File: src/rtl/absorb_unit.sv
// Purpose: collects 64-bit message lanes into one rate-sized block for the Keccak permutation/XOR stage.
// Latency: an accepted lane appears in rate_buf right after its edge; full rises right after the last lane's edge.
// Backpressure: ready drops once the block is full; lanes offered while full are dropped until reset.
module absorb_unit #(
    parameter int RATE_BITS = 1088
) (
    input  logic                 clk,
    input  logic                 reset,
    input  logic                 in_valid,
    input  logic [63:0]          in_data,
    output logic                 ready,
    output logic                 full,
    output logic [RATE_BITS-1:0] rate_buf
);

    localparam int WORDS = RATE_BITS / 64;
    localparam int CW    = (WORDS > 1) ? $clog2(WORDS) : 1;
    localparam logic [CW-1:0] LAST_IDX = CW'(WORDS - 1);

    typedef enum logic {
        LOADING = 1'b0,
        FULL    = 1'b1
    } state_t;

    state_t                 state_q, state_d;
    logic [CW-1:0]          cnt_q, cnt_d;
    logic [RATE_BITS-1:0]   buf_q, buf_d;
    logic                   full_q, full_d;

    // Next-state: write the lane at the current slot, advance the counter, and close the block on the last lane.
    always_comb begin
        state_d = state_q;
        cnt_d   = cnt_q;
        buf_d   = buf_q;
        full_d  = full_q;
        if (state_q == LOADING && in_valid) begin
            for (int w = 0; w < WORDS; w++) begin
                if (cnt_q == CW'(w)) begin
                    buf_d[w*64 +: 64] = in_data;
                end
            end
            if (cnt_q == LAST_IDX) begin
                state_d = FULL;
                full_d  = 1'b1;
                cnt_d   = '0;
            end else begin
                cnt_d = cnt_q + 1'b1;
            end
        end
    end

    // State registers; reset wins over a simultaneous lane and discards any partial block.
    always_ff @(posedge clk) begin
        if (reset) begin
            state_q <= LOADING;
            cnt_q   <= '0;
            buf_q   <= '0;
            full_q  <= 1'b0;
        end else begin
            state_q <= state_d;
            cnt_q   <= cnt_d;
            buf_q   <= buf_d;
            full_q  <= full_d;
        end
    end

    // ready comes straight from the state register so nothing combinational loops back from in_valid.
    assign ready    = (state_q == LOADING);
    assign full     = full_q;
    assign rate_buf = buf_q;

endmodule

File: config.mk
export PLATFORM = sky130hd
export DESIGN_NAME = absorb_unit
export DESIGN_NICKNAME = d
export VERILOG_FILES = /design/src/rtl/absorb_unit.sv
export SDC_FILE = /design/constraint.sdc
export NUM_CORES = 2
export LEC_CHECK = 0
export BUFFER_PORTS_ARGS = -buffer_cell sky130_fd_sc_hd__buf_2
export CORE_AREA = 3 3 455 457
export CTS_CLUSTER_DIAMETER = 40
export DETAILED_ROUTE_END_ITERATION = 16
export DIE_AREA = 0 0 458 460
export GPL_TIMING_DRIVEN = 0
export PLACE_DENSITY_LB_ADDON = 0.05
export SYNTH_ARGS = -nofsm -noshare
export SYNTH_HDL_FRONTEND = slang
export SYNTH_SLANG_ARGS = --single-unit
File: constraint.sdc
create_clock -name clk -period 2.25 [get_ports clk]
set_input_delay 0.1125 -clock clk [delete_from_list [all_inputs] [get_ports clk]]
set_output_delay 0.1125 -clock clk [all_outputs]
set_load 0.02 [all_outputs]
==> reports/summary.txt <==
Status - finished clean
GP Congestion - 0.787
Vias - 33.4k
Post-layout util - 0.305
Mux share of post-synthesis cell area - 0.242
CP max stage delay - 360 ps
Area occupied by multi-input gates - 0.0184 mm2
Initial detailed-routing violation count - 1370
Top cells by count, synth - dfxtp_1 (1094), nand2b_1 (1088), mux2i_1 (1026), clkbuf_1 (191), nand2_1 (129)
Yosys top cell by area - dfxtp_1
Chip height - 460 um
Cells after Synth - 3835
Asr flop ratio synth - 0
Top post-synthesis cells by area - dfxtp_1 (52%), mux2i_1 (24%), nand2b_1 (16%)
Max frequency - 0.470 GHz
Largest family of logic cells by synthesized area - multiplexers
Post-Synth XOR/XNOR Area - 0.000413
Top cell type's share of synthesized area - 0.516
Drt wl/cell - 28.0 um
Syn-to-layout area delta - 46.8%
Synth Area in Simple Gates - 0.180
Placed Area - 0.0515 mm2
Worst Setup End Kind - flop
Synthesis-stage register bit count - 1094
Busiest grt layer - met2
Max-cap violations - 0
Synth Warn # - 0
Lkg Pwr - 0.0328 uW
Post-DP HPWL - 176000 um
CP dominant cell by count - buf_4
Critical Path Slowest Stage Cell - dfxtp_1
CP Class - reg -> reg
Fin Setup TNS - 0 ps
Filler cells - 21.3k
CTS tree - built
Routing usage on met2 - 0.364
Max-slew violations - 0
Design area - 0.0623 mm2
Layout cell share with drive strength beyond 1 - 0.327
WP data required - 2970 ps
Root buffer cell - clkbuf_16
Skew final - 70.3 ps
Maximum VDD drop - 737 uV
Starting Density - 0.208
Post-Syn Area - 0.0424 mm2
# port buffers - 1155
Synthesized-area fraction occupied by adder cells - 0.00148
Post-CTS Repair Setup Buffers - 0
CP Launch Type - flop
Syn avg cell area - 11.1 um2
First-pass GRT wire length - 309000 um
CORE AREA - 0.204 mm2
Detailed Route WL - 232000 um
Worst-Skew Late Latency - 920 ps
H-tree depth - 5
Count leader, synth - dfxtp_1
Detail Route Antenna Nets - 0
Die X - 458 um
Total global-route track usage - 0.213
# rows - 166
Met1 usage - 0.243
Power Density - 1030 mW/mm2
DRT Pass-1 Iters - 5
Fin crit share - 0.945
Storage cell area - 0.0219 mm2
Largest net degree at the start of global routing - 17
Ports - 1157
GR Util met3 - 0.0841
Final setup fails - 0
Post-synthesis sequential area ratio - 0.516
CP max FO - 10
Final worst path period need - 2130 ps
Fin. Hold Viols - 0
Antenna violations before repair - 18
EDFF count, synth - 0
GRT Residual Overflow - 0
Nets - 5448
Mapped Nets - 3907
CTS sink cnt - 1094
Vias per cell - 4.04
Die area - 0.211 mm2
Min-Delay Path Class - in -> reg
Top FF cell, synth - dfxtp_1
Arr. time, crit path - 2840 ps
Clk buf depth - 4
RSZ-0062 raised after global routing - no
DR DRC count - 0
Worst-Margin Slew - 1390 ps
CTS Buf Count - 281
CP cell instances - inv_1, ha_1, nor4bb_2, buf_4, nand2_8, buf_4, mux2i_1
Clock transition at the registers of the reported paths - 50 ps
Vias in the first global route - 34.7k
Compound-Gate Fraction of Synth Area - 0.00788
Library cells used by synthesis - 38
Max_slew headroom - 0.0731
-- per-layer routing --
metal	routed length, um	share of wire	vias up
li1	-	-	15800
met1	94000	0.41	16200
met2	111000	0.48	1139
met3	19700	0.085	311
met4	6720	0.029	6
met5	28	0.00012	-
-- what timing repair did --
| item | CTS | global route |
|---|---|---|
| gates resized for setup | 19 | 29 |
| pin swaps | 0 | 0 |
| hold buffers | 103 | 0 |
| endpoints found under the setup margin | 205 | 196 |
| hold endpoints to repair | 333 | 0 |
-- sequential cells by signal (all words and copies together), names as in the netlist --
register and flops:
full 1, rate_buf 1088, cnt_q 5
-- cell families (layout without fill, tap and decap cells) --
kind of cell | Yosys count | count (layout)
flip-flops | 1094 | 1094
multiplexers | 1026 | 1026
XOR/XNOR | 2 | 2
other | 0 | 14
AO/OA/AOI/OAI | 66 | 66
adder cells (fa/ha/maj) | 5 | 5
buffers and inverters | 386 | 2122
AND/OR/NAND/NOR | 1256 | 1256
-- cell type report --
cell class / instances / share of cell area
Clock buffer: 360 / 0.127
Sequential cell: 1094 / 0.352
Clock inverter: 118 / 0.0259
Tap cell: 2688 / 0.0540
Multi-Input combinational cell: 2355 / 0.295
Inverter: 4 / 0.000241
Timing Repair Buffer: 1258 / 0.109
Antenna cell: 14 / 0.000563
Buffer: 382 / 0.0359
-- worst max-delay path: cells and delay by family (launching register included) --
family	cells	cell delay (ps)
AND/OR/NAND/NOR	2	550
buffers and inverters	3	690
flip-flops	1	360
multiplexers	1	150
adder cells (fa/ha/maj)	1	200
-- path summary, 6_finish.rpt --
| path | startpoint | end | slack, ps | cells past startpoint |
|---|---|---|---|---|
| worst max-delay path | cnt_q[0] | rate_buf[295] | 120 | 7 |
| worst min-delay path | in_data[0] | rate_buf[960] | 100 | 4 |
| worst max register to register | cnt_q[0] | rate_buf[295] | 120 | 7 |
| worst min register to register | rate_buf[960] | rate_buf[960] | 450 | 2 |
-- cells in the final DEF (no fill, tap or decap), drive strengths merged, types with 2 or more instances in the layout --
cell type / instances
nor3: 3
dfxtp: 1094
diode: 14
clkinv: 56
a21oi: 65
and4bb: 3
inv: 10
buf: 1337
bufinv: 35
and2: 2
nand2b: 1088
mux2i: 1026
nand2: 140
dlygate4sd3: 103
nor2: 3
nand3: 4
nor2b: 3
clkinvlp: 21
ha: 5
clkbuf: 560
nand3b: 3
-- through the flow --
step	std cells	setup WS, ps	hold slack [ps]	total power (uW)
floorplan	3835	571	249	21900
global placement	7678	-586	372	23500
detailed placement	7678	-499	376	23500
CTS	8259	0.262	0.439	65400
global route	8260	13.4	68.8	66400
finish	8273	124	103	64200
-- report_power, final --
group / switching [uW] / total, uW / internal (uW)
combinational: 2210 / 3340 / 1120
sequential: 147 / 19900 / 19700
clock: 12500 / 41000 / 28500
Power figures use the tool's default switching activity.
